$ cat config.mk
export PLATFORM = sky130hd
export DESIGN_NAME = dmem_bytelane
export DESIGN_NICKNAME = d
export VERILOG_FILES = /design/src/rtl/mips_mem_pkg.sv /design/src/rtl/dmem_lane_align.sv /design/src/rtl/dmem_bytelane.sv
export SDC_FILE = /design/constraint.sdc
export NUM_CORES = 2
export LEC_CHECK = 0
export CAP_MARGIN = 20
export CORE_ASPECT_RATIO = 1.75
export CORE_MARGIN = 2
export CORE_UTILIZATION = 29
export DETAILED_ROUTE_END_ITERATION = 16
export PLACE_DENSITY = 0.44
export SYNTH_ARGS = -nofsm -noshare
export SYNTH_HDL_FRONTEND = slang
export SYNTH_SLANG_ARGS = --single-unit
$ cat constraint.sdc
create_clock -name clk -period 6.6 [get_ports clk]
set_clock_uncertainty 0.15 [all_clocks]
set_input_delay 0.99 -clock clk [delete_from_list [all_inputs] [get_ports clk]]
set_output_delay 0.99 -clock clk [all_outputs]
set_load 0.05 [all_outputs]
$ cat src/rtl/mips_mem_pkg.sv
// rtl/mips_mem_pkg.sv - size and state encodings shared by the MIPS memory stage
package mips_mem_pkg;

  localparam logic [1:0] SZ_BYTE = 2'b00;
  localparam logic [1:0] SZ_HALF = 2'b01;
  localparam logic [1:0] SZ_WORD = 2'b10;
  localparam logic [1:0] SZ_RSVD = 2'b11;

  typedef enum logic {
    ST_CLEAR = 1'b0,
    ST_READY = 1'b1
  } mem_state_e;

endpackage

$ cat src/rtl/dmem_lane_align.sv
// rtl/dmem_lane_align.sv - big-endian lane extraction/extension for loads, byte enables and lane replication for stores
module dmem_lane_align
  import mips_mem_pkg::*;
(
  input  logic [1:0]  size_i,
  input  logic [1:0]  lane_i,
  input  logic        unsigned_i,
  input  logic [31:0] rdata_i,
  input  logic [31:0] wdata_i,
  output logic [31:0] load_data_o,
  output logic [3:0]  be_o,
  output logic [31:0] wdata_rep_o
);

  logic [7:0]  byte_v;
  logic [15:0] half_v;

  // Lane 0 is the most significant byte, so the shift distance is (3 - lane) bytes.
  assign byte_v = 8'(rdata_i >> {~lane_i, 3'b000});
  assign half_v = lane_i[1] ? rdata_i[15:0] : rdata_i[31:16];

  always_comb begin
    load_data_o = '0;
    be_o        = '0;
    wdata_rep_o = '0;
    case (size_i)
      SZ_BYTE: begin
        load_data_o = unsigned_i ? {24'h0, byte_v} : {{24{byte_v[7]}}, byte_v};
        be_o        = 4'b1000 >> lane_i;
        wdata_rep_o = {4{wdata_i[7:0]}};
      end
      SZ_HALF: begin
        load_data_o = unsigned_i ? {16'h0, half_v} : {{16{half_v[15]}}, half_v};
        be_o        = lane_i[1] ? 4'b0011 : 4'b1100;
        wdata_rep_o = {2{wdata_i[15:0]}};
      end
      SZ_WORD: begin
        load_data_o = rdata_i;
        be_o        = 4'b1111;
        wdata_rep_o = wdata_i;
      end
      default: ;
    endcase
  end

endmodule

$ cat src/rtl/dmem_bytelane.sv
// rtl/dmem_bytelane.sv - MEM-stage data memory with byte-lane access, 1-cycle registered response and post-reset clear
module dmem_bytelane
  import mips_mem_pkg::*;
#(
  parameter int ADDR_W         = 9,
  parameter bit CLEAR_ON_RESET = 1'b1
) (
  input  logic        clk,
  input  logic        reset,
  input  logic        req_valid,
  output logic        req_ready,
  input  logic        req_write,
  input  logic [1:0]  req_size,
  input  logic        req_unsigned,
  input  logic [31:0] req_addr,
  input  logic [31:0] req_wdata,
  output logic        rsp_valid,
  output logic [31:0] rsp_rdata,
  output logic        rsp_err
);

  localparam int IDX_W = ADDR_W - 2;
  localparam int DEPTH = 2 ** IDX_W;

  logic [31:0] mem [DEPTH];

  mem_state_e       state_q;
  logic [IDX_W-1:0] idx_q;
  logic             rsp_valid_q;
  logic [31:0]      rsp_rdata_q;
  logic             rsp_err_q;

  logic             accept;
  logic [IDX_W-1:0] widx;
  logic [1:0]       lane;
  logic [31:0]      addr_hi;
  logic             req_err;
  logic             wr_en;
  logic [31:0]      raw_word;
  logic [31:0]      load_data;
  logic [3:0]       be;
  logic [31:0]      wdata_rep;

  assign req_ready = (state_q == ST_READY) & ~reset;
  assign accept    = req_valid & req_ready;
  assign widx      = req_addr[ADDR_W-1:2];
  assign lane      = req_addr[1:0];
  assign addr_hi   = req_addr >> ADDR_W;
  assign raw_word  = mem[widx];

  always_comb begin
    req_err = 1'b0;
    case (req_size)
      SZ_BYTE: req_err = 1'b0;
      SZ_HALF: req_err = lane[0];
      SZ_WORD: req_err = |lane;
      default: req_err = 1'b1;
    endcase
    if (|addr_hi) req_err = 1'b1;
  end

  assign wr_en = accept & req_write & ~req_err;

  dmem_lane_align u_align (
    .size_i      (req_size),
    .lane_i      (lane),
    .unsigned_i  (req_unsigned),
    .rdata_i     (raw_word),
    .wdata_i     (req_wdata),
    .load_data_o (load_data),
    .be_o        (be),
    .wdata_rep_o (wdata_rep)
  );

  // Array has no reset; the clear sweep and stores are its only writers.
  always_ff @(posedge clk) begin
    if (state_q == ST_CLEAR) begin
      mem[idx_q] <= '0;
    end else if (wr_en) begin
      for (int i = 0; i < 4; i++) begin
        if (be[i]) mem[widx][i*8 +: 8] <= wdata_rep[i*8 +: 8];
      end
    end
  end

  always_ff @(posedge clk or posedge reset) begin
    if (reset) begin
      state_q     <= CLEAR_ON_RESET ? ST_CLEAR : ST_READY;
      idx_q       <= '0;
      rsp_valid_q <= 1'b0;
      rsp_rdata_q <= '0;
      rsp_err_q   <= 1'b0;
    end else begin
      rsp_valid_q <= accept;
      rsp_err_q   <= accept & req_err;
      rsp_rdata_q <= (accept & ~req_write & ~req_err) ? load_data : '0;
      case (state_q)
        ST_CLEAR: begin
          idx_q <= idx_q + 1'b1;
          if (idx_q == IDX_W'(DEPTH - 1)) state_q <= ST_READY;
        end
        default: ;
      endcase
    end
  end

  assign rsp_valid = rsp_valid_q;
  assign rsp_rdata = rsp_rdata_q;
  assign rsp_err   = rsp_err_q;

endmodule

==> impl_metrics.env <==
export IMPL_numPortBuffers=105
export IMPL_postCtsSetupBuffers=0
export IMPL_synthAdderAreaFrac_pct=0.007793
export IMPL_crit_fanout=21
export IMPL_post_cts_resized=0
export IMPL_fin_ws_ns=1.124
export IMPL_clk_pin_slew_ns=0.07
export IMPL_gp_congestion=0.9094
export IMPL_track_usage_pct=17.57
export IMPL_drt_pass1_iter_count=7
export IMPL_rows=361
export IMPL_setup_viol=0
export IMPL_ys_seq_elements=4138
export IMPL_drt_initial_drc_count=6880
export IMPL_synth_largest_area_cell="edfxtp_1"
export IMPL_cts_num_sinks=4138
export IMPL_drive_gt1_share_pct=27.69
export IMPL_synth_compound_area_share_pct=2.181
export IMPL_htree_num_levels=5
export IMPL_core_um2=552000
export IMPL_power_leakage_nw=48.30
export IMPL_pre_cts_ws_ns=0.2833
export IMPL_netlist_top_cells_count="edfxtp_1 (4,096), mux4_2 (1,047), nor2_1 (699), clkbuf_1 (267), nand2_1 (264)"
export IMPL_syn_nets=7648
export IMPL_hold_viol_final=0
export IMPL_synth_simple_gate_area_share_pct=3.015
export IMPL_synth_top_cell_area_share_pct=76.61
export IMPL_cts_tree="built"
export IMPL_power_mw=52.93
export IMPL_fin_crit_ns=5.476
export IMPL_maxSlewViolCount=0
export IMPL_relSlewSlack_pct=10.72
export IMPL_max_cap_viol_count=0
export IMPL_clockBufferDepth=4
export IMPL_hold_path_class="input port to asynchronous set/reset pin"
export IMPL_synth_mux_area_fraction_pct=16.09
export IMPL_tightest_slew_ns=1.339
export IMPL_power_density_nw_per_um2=281.9
export IMPL_initial_utilization_pct=29.09
export IMPL_finish_utilization_pct=34.02
export IMPL_clock_fmax_mhz=182.6
export IMPL_drc_errors=0
export IMPL_via_per_inst=4.994
export IMPL_yosysWarnings=0
export IMPL_die_area_um2=559800
export IMPL_ant_nets=0
export IMPL_status="finished clean"
export IMPL_synth_most_common_cell="edfxtp_1"
export IMPL_start_kind="register"
export IMPL_die_h_um=988.3
export IMPL_critPathCaptureType="register"
export IMPL_synth_area_per_cell_um2=21.19
export IMPL_cts_hold_buf=0
export IMPL_synth_top_family_by_area="multiplexers"
export IMPL_grt_pass1_vias=84820
export IMPL_grt_pass1_wl_mm=694.9
export IMPL_ios=106
export IMPL_fin_nets=8325
export IMPL_cts_root_buf="clkbuf_16"
export IMPL_dr_total_vias=79140
export IMPL_synth_seq_area_share_pct=77.26
export IMPL_cts_buffers=381
export IMPL_synth_area_leaders="edfxtp_1 (77%), mux4_2 (15%), nor2_1 (1.6%)"
export IMPL_vdd_drop_max_mv=0.2219
export IMPL_grt_antenna_before_repair=37
export IMPL_synth_xor_xnor_area_share_pct=0.03273
export IMPL_worstSetupPathType="register to register"
export IMPL_required_ns=7.04
export IMPL_synth_cell_type_count=59
export IMPL_area_growth_pct=16.94
export IMPL_grt_max_degree=129
export IMPL_die_x_um=566.5
export IMPL_async_flop_share_pct=1.015
export IMPL_synth_ff_type="edfxtp_1"
export IMPL_dpl_hpwl_mm=337.7
export IMPL_syn_area_um2=160600
export IMPL_synth_cells=7576
export IMPL_clk_latency_ns=0.96
export IMPL_grt_overflow_total=0
export IMPL_wl_mm=501.1
export IMPL_routedWlPerCell_um=31.62
export IMPL_period_share_pct=82.97
export IMPL_crit_arrival_ns=5.91
export IMPL_synth_edff_count=4096
export IMPL_rsz0062_at_grt="false"
[cells in the final DEF, fill, tap and decap left out, types with 7 or more instances in the layout]
cell,n
edfxtp_1,4096
mux4_2,1047
nor2_1,669
buf_4,569
clkbuf_16,387
nand2_1,248
mux2i_1,224
a22oi_1,195
clkdlybuf4s50_1,99
buf_12,91
a21oi_1,83
nand3_1,80
clkinv_2,75
o21ai_0,67
clkinv_1,64
clkbuf_1,60
bufinv_16,48
nand4_1,42
dfrtp_1,42
a31oi_1,36
clkinvlp_4,29
nor2_4,28
a221oi_1,26
o221ai_1,25
nand2_2,15
a21o_1,14
a22o_1,14
inv_6,14
nor2b_1,12
a32oi_1,12
clkinv_4,11
diode_2,10
nor4_1,9
nor3_1,9
or3_1,8
and3_4,8
o21ai_1,7
[cells by family (layout without fill, tap and decap cells)]
logic type      count (synthesis)  count (layout)
other cells                     0              10
xor+xnor                        6               6
flops                        4138            4138
buf+inv                       478            1479
fa+ha+maj                       1               1
mux                          1272            1272
simple gates                 1172            1172
compound gates                509             509
[critical path, stage by stage, from the launching register on]
cell     delay [ns]
dfrtp_1        0.77
nor2b_1        0.26
nand2_1        0.13
nor4_2         0.73
buf_4          0.37
and2_1         0.39
nand2_1        0.10
o21ai_0        0.37
nand2_2        0.86
nor2_1         0.90
[area by class of cell]
cell class	count	area [um2]
multi-input cells	2960	34610
flip-flops and latches	4138	124000
well taps	7260	9084
inverters	6	30.03
fillers	51720	364200
repair buffers	766	7191
diodes	10	25.02
clock inverters	256	2804
clock buffers	451	9965
[worst paths after layout]
kind | from | to | slack, ns | cells past startpoint
setup / recovery | state_q | mem[88][9] | 1.12 | 9
hold / removal | reset | rsp_err | 0.16 | 2
setup reg to reg | state_q | mem[88][9] | 1.12 | 9
hold reg to reg | idx_q[4] | idx_q[4] | 0.41 | 1
max in group asynchronous | reset | rsp_rdata[18] | 5.59 | 3
min in group clk | idx_q[4] | idx_q[4] | 0.41 | 1
[power breakdown]
group | leakage (nW) | internal, mW | switching, mW
combinational | 13.2 | 0.516 | 1.07
clock | 6.19 | 12.8 | 10.2
sequential | 28.9 | 28.4 | 0
[metal layers]
layer | track usage (%) | share of wire (%) | up-vias
li1 | - | - | 32800
met1 | 19.65 | 36 | 43300
met2 | 33.13 | 55 | 2390
met3 | 2.907 | 5.3 | 640
met4 | 6.544 | 4.0 | 8
met5 | 0 | 0.040 | -
[flip-flops by register name, indices dropped and copies added (netlist names)]
register   cells
rsp_rdata     32
rsp_valid      1
rsp_err        1
mem         4096
state_q        1
idx_q          7
[per-stage QoR]
stage / hold WS (ns) / instance area [um2] / setup TNS, ns / std cells
3_3_place_gp: 0.3753 / 174900 / 0 / 15120
6_report: 0.1566 / 187800 / 0 / 15850
5_1_grt: 0.1430 / 187700 / 0 / 15840
2_1_floorplan: 0.3417 / 160600 / -1085.23 / 7576
4_1_cts: 0.3877 / 187700 / 0 / 15840
3_5_place_dp: 0.3736 / 174900 / 0 / 15130
(Power assumes the default switching activity.)
